<file path="config.mk">
export PLATFORM = sky130hd
export DESIGN_NAME = regset_write_sequencer
export DESIGN_NICKNAME = d
export VERILOG_FILES = /design/src/rtl/regset_write_sequencer_pkg.sv /design/src/rtl/regset_bypass_mux.sv /design/src/rtl/regset_write_sequencer.sv
export SDC_FILE = /design/constraint.sdc
export NUM_CORES = 1
export LEC_CHECK = 0
export BUFFER_PORTS_ARGS = -buffer_cell sky130_fd_sc_hd__buf_2
export CORE_AREA = 8 8 98 100
export DETAILED_ROUTE_END_ITERATION = 8
export DIE_AREA = 0 0 106 108
export GPL_TIMING_DRIVEN = 0
export HOLD_SLACK_MARGIN = 0.02
export PLACE_DENSITY = 0.69
export SLEW_MARGIN = 25
export SYNTH_ARGS = -nofsm -noshare
export SYNTH_HDL_FRONTEND = slang
export SYNTH_SLANG_ARGS = --single-unit
</file>
<file path="constraint.sdc">
create_clock -name clk -period 2.7 [get_ports clk]
set_input_delay 0.54 -clock clk [delete_from_list [all_inputs] [get_ports clk]]
set_output_delay 0.54 -clock clk [all_outputs]
set_load 0.05 [all_outputs]
</file>
<file path="src/rtl/regset_write_sequencer_pkg.sv">
// Shared definitions for the register-set write sequencer.
// State encoding, default geometry and the hard-wired-zero address.
package regset_write_sequencer_pkg;

  localparam int RS_AW = 6;
  localparam int RS_DW = 32;

  // Register x0 is architecturally zero; writes to it are swallowed.
  localparam int X0_ADDR = 0;

  localparam logic [0:0] ST_CLEAR = 1'b0;
  localparam logic [0:0] ST_RUN   = 1'b1;

endpackage

</file>
<file path="src/rtl/regset_bypass_mux.sv">
// Per-read-port write-to-read forwarding for a read-first register set.
// Captures a same-cycle write to the address being read and substitutes
// it for the stale registered read data one cycle later.
module regset_bypass_mux
  import regset_write_sequencer_pkg::*;
#(
  parameter int AW = RS_AW,
  parameter int DW = RS_DW
) (
  input  logic          clk,
  input  logic          rstn,
  input  logic          we,
  input  logic [AW-1:0] wa,
  input  logic [DW-1:0] wd,
  input  logic          wg,
  input  logic [AW-1:0] ra,
  input  logic [DW-1:0] rs_rd,
  input  logic          rs_rg,
  output logic [DW-1:0] rd,
  output logic          rg
);

  logic          hit;
  logic [DW-1:0] fwd_d;
  logic          fwd_g;

  // Remember whether the read issued this cycle collides with the write.
  always_ff @(posedge clk or negedge rstn) begin
    if (!rstn) begin
      hit   <= 1'b0;
      fwd_d <= '0;
      fwd_g <= 1'b0;
    end else begin
      hit   <= we && (ra == wa);
      fwd_d <= wd;
      fwd_g <= wg;
    end
  end

  assign rd = hit ? fwd_d : rs_rd;
  assign rg = hit ? fwd_g : rs_rg;

endmodule

</file>
<file path="src/rtl/regset_write_sequencer.sv">
// Write-port sequencer for the 2**AW-entry register set.
// After reset it zero-fills every entry (BRAM without preinit), then
// arbitrates the single write port between core writeback (priority,
// no back-pressure) and a valid/ready long-latency unit, with a
// starvation counter that stalls the core for one cycle.
// Optional same-cycle read forwarding: define REGSET_SEQ_BYPASS_EN.
module regset_write_sequencer
  import regset_write_sequencer_pkg::*;
#(
  parameter int AW           = RS_AW,
  parameter int DW           = RS_DW,
  parameter int STARVE_LIMIT = 8
) (
  input  logic          clk,
  input  logic          rstn,
  input  logic          wb_valid,
  input  logic [AW-1:0] wb_addr,
  input  logic [DW-1:0] wb_data,
  input  logic          wb_grubby,
  output logic          core_stall,
  input  logic          lu_valid,
  output logic          lu_ready,
  input  logic [AW-1:0] lu_addr,
  input  logic [DW-1:0] lu_data,
  input  logic          lu_grubby,
  output logic          busy,
  output logic          rs_we,
  output logic [AW-1:0] rs_wa,
  output logic [DW-1:0] rs_wd,
  output logic          rs_wg,
  input  logic [AW-1:0] ra1,
  input  logic [AW-1:0] ra2,
  input  logic [DW-1:0] rs_rd1,
  input  logic [DW-1:0] rs_rd2,
  input  logic          rs_rg1,
  input  logic          rs_rg2,
  output logic [DW-1:0] rd1,
  output logic [DW-1:0] rd2,
  output logic          rg1,
  output logic          rg2
);

  localparam int SW = $clog2(STARVE_LIMIT + 1);

  logic [0:0]    state;
  logic [AW-1:0] clr_cnt;
  logic [SW-1:0] starve_cnt;
  logic          lu_starved;

  assign busy       = (state == ST_CLEAR);
  assign lu_starved = (state == ST_RUN) && lu_valid && !lu_ready;

  // Write-port mux: sweep, then core over slow unit; x0 writes suppressed.
  always_comb begin
    rs_we    = 1'b0;
    rs_wa    = wb_addr;
    rs_wd    = wb_data;
    rs_wg    = wb_grubby;
    lu_ready = 1'b0;
    if (!rstn) begin
      rs_wa = '0;
      rs_wd = '0;
      rs_wg = 1'b0;
    end else if (state == ST_CLEAR) begin
      rs_we = 1'b1;
      rs_wa = clr_cnt;
      rs_wd = '0;
      rs_wg = 1'b0;
    end else if (wb_valid) begin
      rs_we = (wb_addr != AW'(X0_ADDR));
    end else if (lu_valid) begin
      lu_ready = 1'b1;
      rs_we    = (lu_addr != AW'(X0_ADDR));
      rs_wa    = lu_addr;
      rs_wd    = lu_data;
      rs_wg    = lu_grubby;
    end
  end

  // Zero-fill sweep over every address, then hand over to normal operation.
  always_ff @(posedge clk or negedge rstn) begin
    if (!rstn) begin
      state   <= ST_CLEAR;
      clr_cnt <= '0;
    end else if (state == ST_CLEAR) begin
      clr_cnt <= clr_cnt + 1'b1;
      if (clr_cnt == {AW{1'b1}})
        state <= ST_RUN;
    end
  end

  // Starvation tracking; stall lands in the cycle the count hits LIMIT-1.
  always_ff @(posedge clk or negedge rstn) begin
    if (!rstn) begin
      starve_cnt <= '0;
      core_stall <= 1'b0;
    end else begin
      if (lu_starved) begin
        if (starve_cnt != SW'(STARVE_LIMIT))
          starve_cnt <= starve_cnt + 1'b1;
      end else begin
        starve_cnt <= '0;
      end
      core_stall <= lu_starved && (int'(starve_cnt) + 2 >= STARVE_LIMIT);
    end
  end

`ifndef SYNTHESIS
  // A core that ignores the stall still wins; make that visible in sim.
  always @(posedge clk) begin
    if (rstn && state == ST_RUN && core_stall && wb_valid)
      $error("regset_write_sequencer: wb_valid asserted during core_stall");
  end
`endif

`ifdef REGSET_SEQ_BYPASS_EN
  regset_bypass_mux #(.AW(AW), .DW(DW)) u_byp1 (
    .clk(clk), .rstn(rstn), .we(rs_we), .wa(rs_wa), .wd(rs_wd), .wg(rs_wg),
    .ra(ra1), .rs_rd(rs_rd1), .rs_rg(rs_rg1), .rd(rd1), .rg(rg1)
  );
  regset_bypass_mux #(.AW(AW), .DW(DW)) u_byp2 (
    .clk(clk), .rstn(rstn), .we(rs_we), .wa(rs_wa), .wd(rs_wd), .wg(rs_wg),
    .ra(ra2), .rs_rd(rs_rd2), .rs_rg(rs_rg2), .rd(rd2), .rg(rg2)
  );
`else
  // Read addresses only matter for forwarding; they go straight to the RAM.
  logic unused_ra;
  assign unused_ra = ^{ra1, ra2};
  assign rd1 = rs_rd1;
  assign rd2 = rs_rd2;
  assign rg1 = rs_rg1;
  assign rg2 = rs_rg2;
`endif

endmodule

</file>
After elaboration in Yosys (flattened, before gate mapping)
Index checks and enable logic that the tools add are counted.

$add $sub $neg: 3. Magnitude comparators: 1. Reduce and logical (&&, ||, !) cells: 6. Eq/ne operators: 3. Multiplexer cells: 24. Bitwise gates (word level): 1.

Operators by type and width (count): $mux W32 (4); $mux W6 (4); $mux W1 (14); $reduce_bool A6 Y1 (2); $mux W4 (2); $add A6 B1 Y6 const B (1); $eq A6 B6 Y1 const B (1); $add A4 B2 Y5 const B (1); $ge A5 B4 Y1 const B (1); $add A4 B1 Y4 const B (1); $ne A4 B4 Y1 const B (1); $logic_and A1 B1 Y1 (3); $ne A2 B1 Y1 const B (1); $logic_not A1 Y1 (1); $not A1 Y1 (1).

Register bits: 12. Output and inout port bits: 109.

Logic depth before layout (Yosys ltp)
Word-level depth: 7. Gate-level depth with buffers: 5. Mapped depth without buffers: 5.

Worst setup path before layout
No wires, ideal clock.

Path kind: input to output. Start point: input port lu_valid. End point: output port rs_wa[0]. Required time: 2.160 ns. Cell stages on the path: 4. Path slack: 0.283 ns. Arrival: 1.877 ns. Cell sequence: nor2b_1 -> buf_2 -> nand2_1 -> a31oi_1.

Cells in the longest elaborated chain, start to end: 4.

RTL lines: start, declared (line regset_write_sequencer.sv:21) `input logic lu_valid,`; $mux W6 (line regset_write_sequencer.sv:71) `end else if (lu_valid) begin`; $mux W6 (line regset_write_sequencer.sv:69) `end else if (wb_valid) begin`; $mux W6 (line regset_write_sequencer.sv:64) `end else if (state == ST_CLEAR) begin`; $mux W6 (line regset_write_sequencer.sv:60) `if (!rstn) begin`; end, declared (line regset_write_sequencer.sv:28) `output logic [AW-1:0] rs_wa,`.

No other way between the ends.

Worst setup path after layout
Start point: input port rstn. End point: output port rs_wd[12].

Cells in the longest elaborated chain, start to end: 1.

RTL lines: start, declared (line regset_write_sequencer.sv:15) `input logic rstn,`; $mux W32 (line regset_write_sequencer.sv:60); end, declared (line regset_write_sequencer.sv:29) `output logic [DW-1:0] rs_wd,`.

No other way between the ends.

==> impl_metrics.ini <==
[detailed_routing]
drc = 0
vias = 2380
final_antenna_net_count = 0
routed_wl_um = 8062
routed_via_density = 4.227
detail_route.iter0.violations = 79
first_pass_iters = 4
wire_per_inst_um = 14.32

[yosys]
ys_warn_count = 0
seq_area_frac_synth = 0.1770
synth_edf_count = 0
synthCells = 264
synth-main-ff-cell = dfrtp_1
syn_nets = 428
syn-cell-area_um2 = 1697
yosys.area.top_type = buf_4
synth_cell_types = 28
avgSynthCellArea_um2 = 6.427
ys_top_cells_by_area = buf_4, nand2_1, dfrtp_1
synth-seq-cells = 12
synth_top_cell_area_share = 0.2920
synthMostInstantiatedCell = nand2_1
synth_top_cells_by_count = nand2_1, buf_4, a21oi_1
synthArstFlopShare = 1.000

[setup_path]
crit_fanout = 13
crit_required_ns = 2.16
path_class = in -> out
critical_path.top_delay_family = buffers and inverters
slowest_delay_ns = 0.29
crit_buf_inv = 4
crit_chain = clkbuf_4 > buf_2 > nand2_2 > clkbuf_1 > a21oi_1 > buf_2
critPathLaunchType = input pin
worstPathArrival_ns = 1.92
cp-end-kind = output pin
worst_path_most_repeated_cell = buf_2
critPathSlowestCell = buf_2

[sta]
hold_viol = 0
finalSetupViolations = 0
max_clock_freq_mhz = 405.8
clock_skew_ns = 0.001619
rsz0062_at_grt = no
min_period_ns = 2.464
finalCritPeriodShare = 0.9127
maxSlewViolCount = 0
whs_ns = 0.1608
relSlewSlack = 0.6886
worst_slew_pin_slew_ns = 0.4651

[finish]
ff_latch_area_um2 = 300.3
final_cell_area_um2 = 2841
fin_nets = 623
syn2layout_area_growth_pct = 67.48
drive_gt1_frac = 0.5873
multi_input_area_um2 = 825.8
num_antenna_cells = 0
fillers = 853

[floorplanning]
core_um2 = 8051
ioPinCount = 269
dieArea_um2 = 11450
die_w_um = 106
dieHeight_um = 108
initial_core_util = 0.2107
rows = 33

[power]
p_int_mw = 0.4645
seqPwrFrac = 0.220
power_frac_comb = 0.544
p_per_area_nw_per_um2 = 288.6
swShare = 0.4336
power_leakage_nw = 1.671
power.switching_mw = 0.3556
pwr-share-clk = 0.236
vdd_drop_max_v = 0.0001541

[placed_design]
io_buffers = 190
dp.final_hpwl_um = 7179
place_congestion = 0.8418
place_area_um2 = 2779

[clock_network]
cts_sinks = 12
clock_latency_ns = 0.24
clockBufferDepth = 2
cts_tree = done
cts-root-buf = clkbuf_8
cts_buffers = 3
h-tree-depth = 1
cts.clk_slew.worst_paths_ns = 0.05
cts_hold_buffers = 0

[hold_path]
hold_path.class = in -> async

[global_route]
overflow = 0
grtUsageTotal = 0.1261
grt_max_degree = 14
grt_pass1_wl_um = 12250
grt_pass1_vias = 2555
antenna_found_initial = 0

[run_status]
outcome = complete, no violations

[run]
drv_cap = 0
[registers in the layout, summed over array words and instances (netlist names)]
register / flops
core_stall: 1
state: 1
clr_cnt: 6
starve_cnt: 4
[worst register-to-register path, delay by kind of cell (launching register included)]
kind                     cells  cell delay [ns]
adder cells (fa/ha/maj)      1             0.23
buffers and inverters        1             0.07
AND/OR/NAND/NOR              2             0.21
multiplexers                 1             0.21
flip-flops                   1             0.41
[layer usage]
metal / vias to the layer above / global-route usage / share of wire
met3: 2 / 0.06782 / 0.13
met2: 164 / 0.2350 / 0.53
met1: 1034 / 0.1208 / 0.34
met4: 0 / 0.02513 / 0.0027
met5: - / 0 / 0
li1: 1180 / - / -
[cell families (layout without fill, tap and decap cells)]
group                    after synthesis  after routing  share of synthesized area
adder cells (fa/ha/maj)                4              4                    0.02950
AND/OR/NAND/NOR                      100            100                     0.2404
AO/OA/AOI/OAI                         55             55                     0.1718
flip-flops                            12             12                     0.1770
XOR/XNOR                               6              6                    0.03097
buffers and inverters                 85            279                     0.3378
multiplexers                           2              2                    0.01254
[path summary, 6_finish.rpt]
path                               start             to  slack [ns]  cells after the start
setup / recovery                    rstn      rs_wd[12]        0.24                      6
hold / removal                      rstn  starve_cnt[2]        0.16                      1
setup reg to reg           starve_cnt[0]  starve_cnt[1]        1.44                      5
hold reg to reg               clr_cnt[5]     clr_cnt[5]        0.50                      1
max in group asynchronous           rstn     clr_cnt[0]        2.37                      1
min in group clk              clr_cnt[5]     clr_cnt[5]        0.50                      1
[stage by stage]
stage          utilization  worst slack, ns  setup TNS [ns]  power, mW  instances
6_report            0.3529           0.2357               0     0.8201        563
5_1_grt             0.3529          0.05164               0     0.8689        563
4_1_cts             0.3523           0.1083               0     0.8278        563
3_5_place_dp        0.3451         -0.01542        -0.02763     0.6312        559
3_3_place_gp        0.3451         -0.01459        -0.01542     0.6285        559
2_1_floorplan            -           0.2827               0     0.5052        264
[repair_timing]
item / 4_1_cts / 5_1_grt
endpoints found under the hold margin: 0 / 0
buffers inserted: 0 / 0
resized for setup: 1 / 5
setup endpoints to repair: 2 / 10
[layout by cell type (no fill, tap or decap)]
cell type  instances
buf_2            194
nand2_1           82
buf_4             66
a21oi_1           37
dfrtp_1           12
o21ai_0            8
clkbuf_1           7
a31oi_1            6
inv_1              5
nor2_1             5
xnor2_1            5
ha_1               4
clkbuf_8           4
nand2b_1           2
clkbuf_2           2
nand3_1            2
or4_1              2
nand2_2            1
nor2b_1            1
o211ai_1           1
nor3_1             1
nor4_1             1
o311ai_1           1
o21ai_1            1
nand4_1            1
nand4b_1           1
mux2_2             1
nand3b_1           1
mux2i_1            1
xor2_1             1
a211oi_1           1
clkbuf_4           1
[area by class of cell]
cell class | count | share of cell area
flip-flops and latches | 12 | 0.1057
multi-input cells | 167 | 0.2906
repair buffers | 190 | 0.3355
inverters | 5 | 0.006605
clock buffers | 4 | 0.01937
well taps | 105 | 0.04624
plain buffers | 80 | 0.1959
[power groups by stage]
stage	combinational, mW	clock [mW]	sequential [mW]
after floorplan	0.322	0	0.183
after global routing	0.476	0.214	0.180
after global placement	0.445	0	0.183
after CTS	0.449	0.199	0.180
final	0.446	0.194	0.180
after detailed placement	0.448	0	0.183
Note: power is estimated with default switching activity, not from simulation.
